$ cat config.mk
export PLATFORM = sky130hd
export DESIGN_NAME = mult_div_unit_flat
export DESIGN_NICKNAME = d
export VERILOG_FILES = /design/src/rtl/mdu_pkg.sv /design/src/rtl/mult_div_unit_if.sv /design/src/rtl/mdu_sign_fix.sv /design/src/rtl/mult_div_unit.sv /design/src/flat_wrapper.sv
export SDC_FILE = /design/constraint.sdc
export NUM_CORES = 1
export LEC_CHECK = 0
export CORE_MARGIN = 5
export CORE_UTILIZATION = 40
export DETAILED_ROUTE_END_ITERATION = 10
export SETUP_SLACK_MARGIN = 0.02
export SYNTH_ARGS = -nofsm -noshare
export SYNTH_HDL_FRONTEND = slang
export SYNTH_HIERARCHICAL = 1
export SYNTH_SLANG_ARGS = --single-unit
export TNS_END_PERCENT = 100
$ cat constraint.sdc
create_clock -name clock -period 4.65 [get_ports clock]
set_input_delay 0.465 -clock clock [delete_from_list [all_inputs] [get_ports clock]]
set_output_delay 0.465 -clock clock [all_outputs]
set_load 0.1 [all_outputs]
$ cat src/rtl/mdu_pkg.sv
// Shared definitions for the HI/LO multiply/divide unit.
//   - op encodings presented on the op input
//   - FSM state encoding
//   - iteration count (one result bit per cycle)
package mdu_pkg;

  localparam int ITER_COUNT = 32;

  typedef enum logic [1:0] {
    OP_MULT  = 2'b00,
    OP_MULTU = 2'b01,
    OP_DIV   = 2'b10,
    OP_DIVU  = 2'b11
  } op_e;

  typedef enum logic [1:0] {
    IDLE   = 2'b00,
    MUL    = 2'b01,
    DIV    = 2'b10,
    FINISH = 2'b11
  } state_e;

endpackage

$ cat src/rtl/mult_div_unit_if.sv
// Request/result bundle between the control path and the multiply/divide unit.
//   start, op, operand_a, operand_b : launch an operation (sampled in IDLE only)
//   hi_we, lo_we, move_data         : MTHI/MTLO writes (honoured in IDLE only)
//   hi, lo                          : architectural HI/LO registers
//   busy, done, div_by_zero         : status; done/div_by_zero are 1-cycle pulses
// master = control path side, slave = the unit itself.
interface mult_div_unit_if #(
  parameter int WIDTH = 32
);

  logic             start;
  logic [1:0]       op;
  logic [WIDTH-1:0] operand_a;
  logic [WIDTH-1:0] operand_b;
  logic             hi_we;
  logic             lo_we;
  logic [WIDTH-1:0] move_data;
  logic [WIDTH-1:0] hi;
  logic [WIDTH-1:0] lo;
  logic             busy;
  logic             done;
  logic             div_by_zero;

  modport master (
    output start, op, operand_a, operand_b, hi_we, lo_we, move_data,
    input  hi, lo, busy, done, div_by_zero
  );

  modport slave (
    input  start, op, operand_a, operand_b, hi_we, lo_we, move_data,
    output hi, lo, busy, done, div_by_zero
  );

endinterface

$ cat src/rtl/mdu_sign_fix.sv
// Conditional two's-complement negation.
//   negate_i : 1 = output the negation of value_i, 0 = pass value_i through
//   value_i  : input word
//   result_o : value_i or -value_i (full WIDTH, wraps on the most negative value)
module mdu_sign_fix #(
  parameter int WIDTH = 32
) (
  input  logic             negate_i,
  input  logic [WIDTH-1:0] value_i,
  output logic [WIDTH-1:0] result_o
);

  assign result_o = negate_i ? (-value_i) : value_i;

endmodule

$ cat src/rtl/mult_div_unit.sv
// Iterative HI/LO multiply/divide unit (MULT, MULTU, DIV, DIVU).
//   clock   : system clock, all state on posedge
//   reset_n : asynchronous active-low reset, aborts any operation in flight
//   bus     : slave side of mult_div_unit_if (request, move writes, HI/LO, status)
// Operations run on unsigned magnitudes (shift-add multiply, restoring divide,
// one bit per cycle) and the signs are applied when the result is committed.
module mult_div_unit
  import mdu_pkg::*;
#(
  parameter int WIDTH = ITER_COUNT
) (
  input  logic               clock,
  input  logic               reset_n,
  mult_div_unit_if.slave     bus
);

  localparam int CntW = $clog2(WIDTH);

  state_e               state_q, state_d;
  logic [CntW-1:0]      cnt_q, cnt_d;
  logic [2*WIDTH-1:0]   acc_q, acc_d;
  logic [WIDTH-1:0]     rem_q, rem_d;
  logic [WIDTH-1:0]     opnd_q, opnd_d;
  logic [WIDTH-1:0]     hi_q, hi_d;
  logic [WIDTH-1:0]     lo_q, lo_d;
  logic                 is_div_q, is_div_d;
  logic                 zero_div_q, zero_div_d;
  logic                 res_neg_q, res_neg_d;
  logic                 rem_neg_q, rem_neg_d;
  logic                 done_q, done_d;
  logic                 dbz_q, dbz_d;

  logic                 signed_op;
  logic [WIDTH-1:0]     a_mag, b_mag;
  logic [WIDTH:0]       mul_sum;
  logic [WIDTH:0]       div_shift;
  logic [WIDTH:0]       div_trial;
  logic [2*WIDTH-1:0]   prod_fixed;
  logic [WIDTH-1:0]     quo_fixed, rem_fixed;
  logic                 last_iter;

  assign signed_op = ~bus.op[0];

  // Operand magnitudes, taken straight from the request inputs at accept time.
  mdu_sign_fix #(.WIDTH(WIDTH)) u_mag_a (
    .negate_i (signed_op & bus.operand_a[WIDTH-1]),
    .value_i  (bus.operand_a),
    .result_o (a_mag)
  );

  mdu_sign_fix #(.WIDTH(WIDTH)) u_mag_b (
    .negate_i (signed_op & bus.operand_b[WIDTH-1]),
    .value_i  (bus.operand_b),
    .result_o (b_mag)
  );

  // Result sign correction applied in FINISH.
  mdu_sign_fix #(.WIDTH(2*WIDTH)) u_fix_prod (
    .negate_i (res_neg_q),
    .value_i  (acc_q),
    .result_o (prod_fixed)
  );

  mdu_sign_fix #(.WIDTH(WIDTH)) u_fix_quo (
    .negate_i (res_neg_q),
    .value_i  (acc_q[WIDTH-1:0]),
    .result_o (quo_fixed)
  );

  mdu_sign_fix #(.WIDTH(WIDTH)) u_fix_rem (
    .negate_i (rem_neg_q),
    .value_i  (rem_q),
    .result_o (rem_fixed)
  );

  // Multiply step: the multiplier sits in the low half of acc and is shifted
  // out as the product is shifted in from the top, carry included.
  assign mul_sum = {1'b0, acc_q[2*WIDTH-1:WIDTH]} +
                   (acc_q[0] ? {1'b0, opnd_q} : {(WIDTH+1){1'b0}});

  // Divide step: dividend bits leave the top of acc[WIDTH-1:0] into the
  // partial remainder while quotient bits enter at the bottom.
  assign div_shift = {rem_q, acc_q[WIDTH-1]};
  assign div_trial = div_shift - {1'b0, opnd_q};

  assign last_iter = (cnt_q == CntW'(WIDTH - 1));

  // Next-state and datapath logic.
  always_comb begin
    state_d    = state_q;
    cnt_d      = cnt_q;
    acc_d      = acc_q;
    rem_d      = rem_q;
    opnd_d     = opnd_q;
    hi_d       = hi_q;
    lo_d       = lo_q;
    is_div_d   = is_div_q;
    zero_div_d = zero_div_q;
    res_neg_d  = res_neg_q;
    rem_neg_d  = rem_neg_q;
    done_d     = 1'b0;
    dbz_d      = 1'b0;

    unique case (state_q)
      IDLE: begin
        if (bus.hi_we) hi_d = bus.move_data;
        if (bus.lo_we) lo_d = bus.move_data;
        if (bus.start) begin
          cnt_d      = '0;
          is_div_d   = bus.op[1];
          res_neg_d  = signed_op & (bus.operand_a[WIDTH-1] ^ bus.operand_b[WIDTH-1]);
          rem_neg_d  = signed_op & bus.operand_a[WIDTH-1];
          zero_div_d = 1'b0;
          rem_d      = '0;
          if (!bus.op[1]) begin
            state_d = MUL;
            opnd_d  = a_mag;
            acc_d   = {{WIDTH{1'b0}}, b_mag};
          end else if (bus.operand_b == '0) begin
            state_d    = FINISH;
            zero_div_d = 1'b1;
          end else begin
            state_d = DIV;
            opnd_d  = b_mag;
            acc_d   = {{WIDTH{1'b0}}, a_mag};
          end
        end
      end

      MUL: begin
        acc_d = {mul_sum, acc_q[WIDTH-1:1]};
        cnt_d = cnt_q + 1'b1;
        if (last_iter) state_d = FINISH;
      end

      DIV: begin
        rem_d             = div_trial[WIDTH] ? div_shift[WIDTH-1:0] : div_trial[WIDTH-1:0];
        acc_d[WIDTH-1:0]  = {acc_q[WIDTH-2:0], ~div_trial[WIDTH]};
        cnt_d             = cnt_q + 1'b1;
        if (last_iter) state_d = FINISH;
      end

      FINISH: begin
        done_d  = 1'b1;
        dbz_d   = zero_div_q;
        state_d = IDLE;
        if (!zero_div_q) begin
          if (is_div_q) begin
            lo_d = quo_fixed;
            hi_d = rem_fixed;
          end else begin
            hi_d = prod_fixed[2*WIDTH-1:WIDTH];
            lo_d = prod_fixed[WIDTH-1:0];
          end
        end
      end

      default: state_d = IDLE;
    endcase
  end

  // State and datapath registers.
  always_ff @(posedge clock or negedge reset_n) begin
    if (!reset_n) begin
      state_q    <= IDLE;
      cnt_q      <= '0;
      acc_q      <= '0;
      rem_q      <= '0;
      opnd_q     <= '0;
      hi_q       <= '0;
      lo_q       <= '0;
      is_div_q   <= 1'b0;
      zero_div_q <= 1'b0;
      res_neg_q  <= 1'b0;
      rem_neg_q  <= 1'b0;
      done_q     <= 1'b0;
      dbz_q      <= 1'b0;
    end else begin
      state_q    <= state_d;
      cnt_q      <= cnt_d;
      acc_q      <= acc_d;
      rem_q      <= rem_d;
      opnd_q     <= opnd_d;
      hi_q       <= hi_d;
      lo_q       <= lo_d;
      is_div_q   <= is_div_d;
      zero_div_q <= zero_div_d;
      res_neg_q  <= res_neg_d;
      rem_neg_q  <= rem_neg_d;
      done_q     <= done_d;
      dbz_q      <= dbz_d;
    end
  end

  assign bus.hi          = hi_q;
  assign bus.lo          = lo_q;
  assign bus.busy        = (state_q != IDLE);
  assign bus.done        = done_q;
  assign bus.div_by_zero = dbz_q;

endmodule

$ cat src/flat_wrapper.sv
// flat-port wrapper written by rule: the top's interface ports become plain ports
module mult_div_unit_flat import mdu_pkg::*;
#(
  parameter int WIDTH = ITER_COUNT
)
  (clock, reset_n, bus_start, bus_op, bus_operand_a, bus_operand_b, bus_hi_we, bus_lo_we, bus_move_data, bus_hi, bus_lo, bus_busy, bus_done, bus_div_by_zero);
  mult_div_unit_if #(.WIDTH(WIDTH)) bus_i ();
  input  logic clock;
  input  logic reset_n;
  input wire logic [$bits(bus_i.start)-1:0] bus_start;
  input wire logic [$bits(bus_i.op)-1:0] bus_op;
  input wire logic [$bits(bus_i.operand_a)-1:0] bus_operand_a;
  input wire logic [$bits(bus_i.operand_b)-1:0] bus_operand_b;
  input wire logic [$bits(bus_i.hi_we)-1:0] bus_hi_we;
  input wire logic [$bits(bus_i.lo_we)-1:0] bus_lo_we;
  input wire logic [$bits(bus_i.move_data)-1:0] bus_move_data;
  output wire logic [$bits(bus_i.hi)-1:0] bus_hi;
  output wire logic [$bits(bus_i.lo)-1:0] bus_lo;
  output wire logic [$bits(bus_i.busy)-1:0] bus_busy;
  output wire logic [$bits(bus_i.done)-1:0] bus_done;
  output wire logic [$bits(bus_i.div_by_zero)-1:0] bus_div_by_zero;
  assign bus_i.start = bus_start;
  assign bus_i.op = bus_op;
  assign bus_i.operand_a = bus_operand_a;
  assign bus_i.operand_b = bus_operand_b;
  assign bus_i.hi_we = bus_hi_we;
  assign bus_i.lo_we = bus_lo_we;
  assign bus_i.move_data = bus_move_data;
  assign bus_hi = bus_i.hi;
  assign bus_lo = bus_i.lo;
  assign bus_busy = bus_i.busy;
  assign bus_done = bus_i.done;
  assign bus_div_by_zero = bus_i.div_by_zero;
  mult_div_unit #(.WIDTH(WIDTH)) u_core (.clock(clock), .reset_n(reset_n), .bus(bus_i));
endmodule
==> flow_metrics.py <==
metrics = {
    "sta": {
        "max-slew-margin-rel": 0.250,
        "worst_pin_slew_ns": 1.12,
        "rsz0062_at_grt": "false",
        "clock.fmax_mhz": 252,
        "post-route-period-util": 0.854,
        "fin_tns_setup_ns": 0,
        "hold_viol": 21,
        "setup_viol": 0,
        "min_period_ns": 3.97,
        "fin_skew_ns": 0.0475,
        "holdWs_ns": -0.0438,
        "slew_violations": 0,
    },
    "synth": {
        "synthMuxAreaShare": 0.0847,
        "synth-compound-area-share": 0.257,
        "synthAdderAreaFrac": 0.0530,
        "synth_nets": 2367,
        "ys_seq_area_frac": 0.278,
        "synth-seq-cells": 205,
        "synth-xor-area-share": 0.110,
        "yosysWarnings": 6,
        "synthSimpleGateAreaFrac": 0.170,
        "syn_avg_cell_area_um2": 8.44,
        "ys.flop_type": "dfrtp_1",
        "ys_types": 81,
        "synth_edf_count": 0,
        "synth_top_family_by_area": "compound AO/OA/AOI/OAI gates",
        "async_flop_share": 1.00,
        "syn_area_mm2": 0.0185,
        "netlist_instances": 2187,
    },
    "setup_path": {
        "path_class": "reg -> reg",
        "cp.required_ns": 5.13,
        "crit_arrival_ns": 4.45,
        "cp_common_cell": "o21ai_1",
        "endpoint_kind": "flop",
        "crit_chain": "inv_1 > ha_1 > inv_1 > fa_1 > a211oi_1 > o21ai_1 > a31oi_2 > o31ai_2 > a221o_1 > o21ai_1 > xnor2_2 > buf_12 > mux2_1 > o21ai_1",
        "critPathLaunchType": "flop",
        "slowest_stage": "dfrtp_1",
        "cp_max_fo": 26,
        "max_stage_delay_ns": 0.47,
    },
    "cts": {
        "htreeDepth": 1,
        "cts_buffers": 26,
        "cts_setup_buffers": 0,
        "cts.clk_slew.worst_paths_ns": 0.06,
        "cts.path.max_buffers": 3,
        "clk_latency_ns": 0.58,
        "tritoncts": "yes",
        "root_buffer": "clkbuf_16",
        "cts_sinks": 205,
        "post_cts_resized": 0,
        "hold_buffers": 0,
    },
    "routing": {
        "ant_nets": 0,
        "viasPerCell": 5.94,
        "totalWireLength_mm": 63.1,
        "firstDrtPassIters": 6,
        "drc": 0,
        "vias": 17200,
        "wl_per_cell_um": 21.7,
        "dr.first_iter.drc_count": 1578,
    },
    "cells_and_area": {
        "final_cell_count_no_fill": 2900,
        "fin_area_mm2": 0.0215,
        "seqCellArea_mm2": 0.00513,
        "drive_gt1_frac": 0.0779,
        "fin_nets": 2461,
        "fill_cells": 4485,
        "area_growth_pct": 16.5,
        "multi_input_area_mm2": 0.0125,
    },
    "outcome": {
        "violations": "hold timing",
        "outcome": "finished with violations",
    },
    "floorplanning": {
        "pin_count": 170,
        "floorplan.rows": 78,
        "chipHeight_um": 225,
        "die_w_um": 225,
        "die_area_mm2": 0.0505,
        "core_area_mm2": 0.0455,
        "start_util": 0.406,
    },
    "placed_design": {
        "dp_hpwl_mm": 48.9,
        "place.gp.congestion": 0.915,
        "place_inst": 2853,
        "port_buffers": 169,
        "place_area_mm2": 0.0207,
    },
    "grt": {
        "first_global_vias": 16300,
        "track_usage": 0.240,
        "antenna_found_initial": 0,
        "globalRouteOverflowTotal": 0,
        "grt_max_degree": 101,
        "grt_pass1_wl_mm": 97.2,
    },
    "pwr": {
        "powerDensity_mw_per_mm2": 816,
        "ir_drop_mv": 0.610,
        "p_leak_nw": 9.04,
        "p_total_mw": 17.5,
    },
    "worst_hold_path": {
        "hold_path_class": "in -> async",
    },
    "job": {
        "drv_cap": 0,
    },
}
-- worst max-delay path: cells and delay by family, from the launching register on --
family	cells	cell delay (ns)
adder cells (fa/ha/maj)	2	0.59
XOR/XNOR	1	0.32
multiplexers	1	0.34
buffers and inverters	3	0.46
flip-flops	1	0.47
AO/OA/AOI/OAI	7	1.67
-- worst paths after layout --
kind / startpoint / to / slack (ns) / cells past startpoint
worst max register to register: u_core/acc_q[31] / u_core/rem_q[0] / 0.68 / 14
worst max-delay path: u_core/acc_q[31] / u_core/rem_q[0] / 0.68 / 14
min in group clock: bus_op[1] / u_core/zero_div_q / 0.28 / 3
max in group asynchronous: reset_n / u_core/cnt_q[3] / 3.54 / 2
worst min-delay path: reset_n / u_core/bus.hi[28] / -0.04 / 1
worst min register to register: u_core/bus.lo[9] / u_core/bus.lo[9] / 0.48 / 1
-- power by group --
group | total [mW] | switching (mW) | leakage, nW | internal, mW
clock network | 2.05 | 0.849 | 0.413 | 1.20
logic | 11.6 | 7.54 | 6.00 | 4.05
registers | 3.91 | 1.37 | 2.63 | 2.54
total | 17.5 | 9.75 | 9.04 | 7.79
-- synthesized netlist by cell type (13+ instances only) --
cell type,number,area share
a211oi_1,72,0.029
a21o_1,95,0.039
a21oi_1,68,0.018
a22oi_1,34,0.014
and2_1,33,0.011
clkbuf_1,110,0.022
dfrtp_1,205,0.28
ha_1,75,0.051
inv_1,77,0.016
mux2_2,33,0.020
mux2i_1,118,0.064
nand2_1,248,0.050
nand2b_1,34,0.012
nand3_1,18,0.0049
nand4_1,20,0.0068
nor2_1,85,0.017
nor2b_1,14,0.0047
nor3_1,14,0.0038
nor4_1,28,0.0095
o21ai_0,227,0.062
o21ai_1,13,0.0035
o31ai_1,59,0.024
o41ai_1,52,0.025
or3_1,23,0.0078
or4_1,23,0.0094
xnor2_1,212,0.10
xor2_1,19,0.0090
-- cells in the final DEF, fill, tap and decap left out, types with 26 or more instances in the layout --
| cell type | Yosys | final |
|---|---|---|
| nand2b_1 | 34 | 34 |
| o41ai_1 | 52 | 52 |
| mux2_2 | 33 | 33 |
| o21ai_0 | 227 | 227 |
| ha_1 | 75 | 73 |
| a21o_1 | 95 | 95 |
| nand2_1 | 248 | 248 |
| o31ai_1 | 59 | 59 |
| a22oi_1 | 34 | 34 |
| buf_4 | 5 | 31 |
| nor4_1 | 28 | 28 |
| a211oi_1 | 72 | 72 |
| clkdlybuf4s50_1 | 0 | 167 |
| dfrtp_1 | 205 | 203 |
| and2_1 | 33 | 33 |
| mux2i_1 | 118 | 118 |
| inv_1 | 77 | 77 |
| xnor2_1 | 212 | 211 |
| nor2_1 | 85 | 85 |
| a21oi_1 | 68 | 68 |
| clkbuf_16 | 0 | 26 |
-- metrics by stage --
step                      utilization  hold WS (ns)  setup slack, ns
final                           0.473       -0.0438            0.677
after global routing            0.473        0.0453            0.444
after CTS                       0.473        0.0530            0.730
after detailed placement        0.454         0.466            0.764
after global placement          0.454         0.460            0.854
after floorplan                     -         0.169             1.35
-- final cells by class --
cell class / count / share of cell area
multi-input combinational: 1768 / 0.582
sequential: 205 / 0.239
timing repair buffer: 202 / 0.0913
tap: 600 / 0.0349
clock buffer: 34 / 0.0335
inverter: 78 / 0.0136
clock inverter: 11 / 0.00564
antenna: 2 / 0.000233
-- layer usage --
layer	track usage	part of all wire	vias up
met5	0	0	-
met4	0.0619	0.028	0
met3	0.0346	0.066	86
met2	0.366	0.43	629
met1	0.356	0.47	8282
li1	-	-	8227
-- state kept, by name, summed over array words and instances, names as in the netlist --
register / count
u_core/rem_neg_q: 1
u_core/cnt_q: 5
u_core/opnd_q: 32
u_core/state_q: 2
u_core/acc_q: 64
u_core/zero_div_q: 1
u_core/bus.lo: 32
u_core/bus.div_by_zero: 1
u_core/rem_q: 32
u_core/bus.hi: 32
u_core/bus.done: 1
u_core/res_neg_q: 1
u_core/is_div_q: 1
-- cell families (layout without fill, tap and decap cells) --
kind of cell               Yosys count  after routing
AOI/OAI and AO/OA                  700            700
and+or+nand+nor                    608            608
xor gates and xnor gates           231            231
buffers and inverters              214            325
DFF                                205            205
muxes                              152            152
adders and majority gates           77             77
other                                0              2
(Power assumes the default switching activity.)
